**config.mk**
```make
export PLATFORM = sky130hd
export DESIGN_NAME = wb_axi4lite_master_bridge
export DESIGN_NICKNAME = d
export VERILOG_FILES = /design/src/rtl/wb_axi4lite_bridge_pkg.sv /design/src/rtl/wb_axi4lite_master_bridge.sv
export SDC_FILE = /design/constraint.sdc
export NUM_CORES = 1
export LEC_CHECK = 0
export ABC_AREA = 1
export BUFFER_PORTS_ARGS = -buffer_cell sky130_fd_sc_hd__buf_4
export CAP_MARGIN = 10
export CELL_PAD_IN_SITES_DETAIL_PLACEMENT = 0
export CELL_PAD_IN_SITES_GLOBAL_PLACEMENT = 1
export CORE_MARGIN = 5
export CORE_UTILIZATION = 35
export CTS_BUF_LIST = sky130_fd_sc_hd__clkbuf_4
export DETAILED_ROUTE_END_ITERATION = 12
export PLACE_DENSITY = 0.85
export SLEW_MARGIN = 15
export SYNTH_ARGS = -nofsm -noshare
export SYNTH_HDL_FRONTEND = slang
export SYNTH_SLANG_ARGS = --single-unit
```
**constraint.sdc**
```tcl
create_clock -name clk_i -period 1.9 [get_ports clk_i]
set_input_delay 0 -clock clk_i [delete_from_list [all_inputs] [get_ports clk_i]]
set_output_delay 0 -clock clk_i [all_outputs]
set_load 0.01 [all_outputs]
```
**src/rtl/wb_axi4lite_bridge_pkg.sv**
```systemverilog
// Shared types for the Wishbone-to-AXI4-Lite master bridge: FSM state encoding
// and the AXI response codes.
package wb_axi4lite_bridge_pkg;

    typedef enum logic [2:0] {
        IDLE    = 3'd0,
        WR_REQ  = 3'd1,
        WR_RESP = 3'd2,
        RD_REQ  = 3'd3,
        RD_RESP = 3'd4,
        DONE    = 3'd5
    } bridge_state_e;

    localparam logic [1:0] OKAY   = 2'b00;
    localparam logic [1:0] EXOKAY = 2'b01;
    localparam logic [1:0] SLVERR = 2'b10;
    localparam logic [1:0] DECERR = 2'b11;

    // AXI4-Lite has no exclusive access, so anything but OKAY is a bus error.
    function automatic logic resp_is_ok(input logic [1:0] resp);
        return (resp == OKAY) && (resp != EXOKAY) && (resp != SLVERR) && (resp != DECERR);
    endfunction

endpackage

```
**src/rtl/wb_axi4lite_master_bridge.sv**
```systemverilog
// Wishbone classic slave to AXI4-Lite master bridge: one transaction at a time,
// every output driven straight from a register.
module wb_axi4lite_master_bridge
    import wb_axi4lite_bridge_pkg::*;
#(
    parameter int ADDR_WIDTH = 32,
    parameter int DATA_WIDTH = 32
) (
    input  logic                    clk_i,
    input  logic                    rst_ni,

    input  logic [ADDR_WIDTH-1:0]   wb_adr_i,
    input  logic [DATA_WIDTH-1:0]   wb_dat_i,
    input  logic [DATA_WIDTH/8-1:0] wb_sel_i,
    input  logic                    wb_we_i,
    input  logic                    wb_cyc_i,
    input  logic                    wb_stb_i,
    output logic [DATA_WIDTH-1:0]   wb_dat_o,
    output logic                    wb_ack_o,
    output logic                    wb_err_o,

    output logic [ADDR_WIDTH-1:0]   aw_addr,
    output logic                    aw_valid,
    input  logic                    aw_ready,
    output logic [DATA_WIDTH-1:0]   w_data,
    output logic [DATA_WIDTH/8-1:0] w_strb,
    output logic                    w_valid,
    input  logic                    w_ready,
    input  logic [1:0]              b_resp,
    input  logic                    b_valid,
    output logic                    b_ready,
    output logic [ADDR_WIDTH-1:0]   ar_addr,
    output logic                    ar_valid,
    input  logic                    ar_ready,
    input  logic [DATA_WIDTH-1:0]   r_data,
    input  logic [1:0]              r_resp,
    input  logic                    r_valid,
    output logic                    r_ready
);

    bridge_state_e state_reg;
    logic          cyc_lost_reg;
    logic          aw_done;
    logic          w_done;
    logic          cyc_ok;

    // A channel counts as finished once its valid has dropped or is handshaking now.
    assign aw_done = !aw_valid || aw_ready;
    assign w_done  = !w_valid  || w_ready;
    assign cyc_ok  = wb_cyc_i && !cyc_lost_reg;

    always_ff @(posedge clk_i or negedge rst_ni) begin
        if (!rst_ni) begin
            state_reg    <= IDLE;
            cyc_lost_reg <= 1'b0;
            wb_dat_o     <= '0;
            wb_ack_o     <= 1'b0;
            wb_err_o     <= 1'b0;
            aw_addr      <= '0;
            aw_valid     <= 1'b0;
            w_data       <= '0;
            w_strb       <= '0;
            w_valid      <= 1'b0;
            b_ready      <= 1'b0;
            ar_addr      <= '0;
            ar_valid     <= 1'b0;
            r_ready      <= 1'b0;
        end else begin
            // Once the master abandons the cycle, the AXI side still finishes
            // but the Wishbone side must not see a termination.
            if (state_reg != IDLE && state_reg != DONE && !wb_cyc_i) begin
                cyc_lost_reg <= 1'b1;
            end

            case (state_reg)
                IDLE: begin
                    if (wb_cyc_i && wb_stb_i) begin
                        cyc_lost_reg <= 1'b0;
                        if (wb_we_i) begin
                            aw_addr   <= wb_adr_i;
                            w_data    <= wb_dat_i;
                            w_strb    <= wb_sel_i;
                            aw_valid  <= 1'b1;
                            w_valid   <= 1'b1;
                            state_reg <= WR_REQ;
                        end else begin
                            ar_addr   <= wb_adr_i;
                            ar_valid  <= 1'b1;
                            state_reg <= RD_REQ;
                        end
                    end
                end

                WR_REQ: begin
                    if (aw_valid && aw_ready) begin
                        aw_valid <= 1'b0;
                    end
                    if (w_valid && w_ready) begin
                        w_valid <= 1'b0;
                    end
                    if (aw_done && w_done) begin
                        b_ready   <= 1'b1;
                        state_reg <= WR_RESP;
                    end
                end

                WR_RESP: begin
                    if (b_valid) begin
                        b_ready   <= 1'b0;
                        wb_ack_o  <= cyc_ok && resp_is_ok(b_resp);
                        wb_err_o  <= cyc_ok && !resp_is_ok(b_resp);
                        state_reg <= DONE;
                    end
                end

                RD_REQ: begin
                    if (ar_ready) begin
                        ar_valid  <= 1'b0;
                        r_ready   <= 1'b1;
                        state_reg <= RD_RESP;
                    end
                end

                RD_RESP: begin
                    if (r_valid) begin
                        r_ready   <= 1'b0;
                        wb_dat_o  <= r_data;
                        wb_ack_o  <= cyc_ok && resp_is_ok(r_resp);
                        wb_err_o  <= cyc_ok && !resp_is_ok(r_resp);
                        state_reg <= DONE;
                    end
                end

                DONE: begin
                    wb_ack_o  <= 1'b0;
                    wb_err_o  <= 1'b0;
                    state_reg <= IDLE;
                end

                default: begin
                    state_reg <= IDLE;
                end
            endcase
        end
    end

endmodule

```
==> results.sh <==
export IMPL_rows=46
export IMPL_cts_setup_buffers=0
export IMPL_muxShareOfSynthArea=0
export IMPL_grt_ovfl_total=0
export IMPL_endpoint_kind="register"
export IMPL_cts_sinks=143
export IMPL_yosysMostFrequentCell="nand2_1"
export IMPL_drv_cap=0
export IMPL_drive_gt1_frac=0.303
export IMPL_status="completed"
export IMPL_cp_start_kind="register"
export IMPL_wirelength_um=17000
export IMPL_required_ns=2.34
export IMPL_syn_area_per_cell_um2=8.95
export IMPL_hold_path_class="input pin to register"
export IMPL_initialDrtViolationCount=185
export IMPL_detail_route_wl_per_cell_um=14.0
export IMPL_io_buffer_count=252
export IMPL_ant_nets=0
export IMPL_routabilityCongestion=0.738
export IMPL_ys_seq_elements=143
export IMPL_finalPower_mw=12.7
export IMPL_crit_type="register to register"
export IMPL_synthTopCellsByArea="dfrtp_1, nand2_1, o21ai_0, inv_1, o21ai_1"
export IMPL_synthTopCellsByCount="nand2_1, dfrtp_1, inv_1, o21ai_0, o21ai_1"
export IMPL_dp_cells=1069
export IMPL_core_area_um2=15700
export IMPL_synth_edf_count=0
export IMPL_worstMarginPinSlew_ns=0.586
export IMPL_synth_top_area_cell="dfrtp_1"
export IMPL_finalCritPeriodShare=0.896
export IMPL_clock_latency_ns=0.53
export IMPL_synthCells=618
export IMPL_areaGrowthSynthToFinish_pct=64.7
export IMPL_arrival_ns=2.14
export IMPL_netlist_area_um2=5530
export IMPL_numCtsBuffers=17
export IMPL_grt_pass1_vias=5535
export IMPL_synthSimpleGateAreaFrac=0.226
export IMPL_first_pass_iters=4
export IMPL_die_w_um=136
export IMPL_yosysWarnings=0
export IMPL_netlist_area_leader_share=0.647
export IMPL_num_nets_final=1102
export IMPL_finClkSkew_ns=0.0172
export IMPL_async_reset_ff_frac=1.00
export IMPL_grt_max_degree=66
export IMPL_min_period_ns=1.70
export IMPL_die_h_um=136
export IMPL_grt_usage=0.185
export IMPL_cts_tree="yes"
export IMPL_drc_errors=0
export IMPL_synthFlopType="dfrtp_1"
export IMPL_rsz0062_at_grt="false"
export IMPL_antenna_found_initial=1
export IMPL_cts_buffer_depth=2
export IMPL_synth_compound_area_share=0.0690
export IMPL_irDropWorstVdd_v=0.000738
export IMPL_ioPinCount=253
export IMPL_slew_viol_final=0
export IMPL_p_per_area_nw_per_um2=1390
export IMPL_cts_root_buffer="clkbuf_4"
export IMPL_fin_cells=1217
export IMPL_slew_headroom=0.609
export IMPL_synth_cell_type_count=17
export IMPL_cts_max_level=4
export IMPL_start_util=0.352
export IMPL_final_core_util=0.580
export IMPL_synth_top_family_by_area="simple AND/OR/NAND/NOR gates"
export IMPL_fmax_ghz=0.587
export IMPL_finalHoldViolCount=0
export IMPL_via_per_inst=4.38
export IMPL_finalSetupTns_ns=0
export IMPL_p_leak_nw=4.96
export IMPL_dieArea_um2=18400
export IMPL_yosysSeqAreaShare=0.647
export IMPL_path_clk_slew_ns=0.12
export IMPL_post_synth_fa_ha_maj_area_fraction=0
export IMPL_worstPathMaxFanout=5
export IMPL_syn_nets=732
export IMPL_synthXorXnorAreaFrac=0
export IMPL_via_count=5333
export IMPL_setup_viol=0
export IMPL_post_dp_hpwl_um=11100
export IMPL_grt_first_pass_wirelength_um=27100
## critical path, cell delays in order (launching register included)
cell and delay [ns]:
dfrtp_2 0.46, nor2_4 0.17, nand2_1 0.12, o21ai_0 0.09, dlygate4sd3_1 0.59, nand3_1 0.07
o21ai_1 0.13
## placed cells by master (no fill, tap or decap), types with 4 or more instances in the layout
| cell type | instances |
|---|---|
| o21ai_0 | 42 |
| clkinv_2 | 4 |
| inv_1 | 47 |
| nand3_1 | 10 |
| dfrtp_1 | 141 |
| nor2_1 | 5 |
| buf_4 | 258 |
| dlygate4sd3_1 | 116 |
| o21ai_1 | 31 |
| clkbuf_4 | 18 |
| nand2_1 | 302 |
## logic make-up (layout without fill, tap and decap cells)
kind of cell | Yosys count | in the layout
simple gates | 323 | 323
other cells | 0 | 1
compound gates | 76 | 76
buf+inv | 76 | 458
flops | 143 | 143
## path summary, 6_finish.rpt
kind	startpoint	endpoint	slack, ns	cells past startpoint
worst min register to register	wb_dat_o[20]	wb_dat_o[20]	0.48	2
max in group asynchronous	rst_ni	wb_dat_o[2]	0.23	4
worst max register to register	state_reg[1]	wb_ack_o	0.20	6
worst max-delay path	state_reg[1]	wb_ack_o	0.20	6
min in group asynchronous	rst_ni	wb_dat_o[19]	0.55	3
worst min-delay path	wb_dat_i[1]	w_data[1]	0.21	4
## routing by layer
layer / global-route usage / share of wire / vias up
met5: 0 / 0 / -
met2: 0.310 / 0.50 / 189
li1: - / - / 2636
met1: 0.218 / 0.40 / 2463
met4: 0.0873 / 0.036 / 0
met3: 0.0539 / 0.061 / 45
## power breakdown
part	internal [mW]	total [mW]	leakage, nW	switching, mW
registers	4.50	5.37	1.79	0.869
clock network	0.659	1.77	0.134	1.11
logic	2.79	5.52	3.04	2.74
## per-stage QoR
| stage | worst slack [ns] | area (um^2) | hold slack, ns |
|---|---|---|---|
| finish | 0.198 | 9110 | 0.210 |
| global route | 0.0612 | 9110 | 0.157 |
| CTS | 0.144 | 9100 | 0.138 |
| detailed placement | 0.291 | 7680 | 0.0462 |
| global placement | 0.330 | 7680 | 0.0480 |
| floorplan | 0.358 | 5530 | -0.296 |
## cell type report
| type | instances | area (um^2) |
|---|---|---|
| fill | 1381 | 6610 |
| clock inverter | 13 | 116 |
| clock buffer | 18 | 135 |
| tap | 216 | 270 |
| inverter | 48 | 180 |
| sequential | 143 | 3580 |
| timing repair buffer | 379 | 3180 |
| multi-input combinational | 399 | 1640 |
| antenna | 1 | 2.50 |
## repair_timing
item | 4_1_cts | 5_1_grt
endpoints found under the setup margin | 0 | 5
hold buffers | 116 | 0
hold endpoints to repair | 286 | 0
resized for setup | 0 | 4
Note: power is estimated with default switching activity, not from simulation.
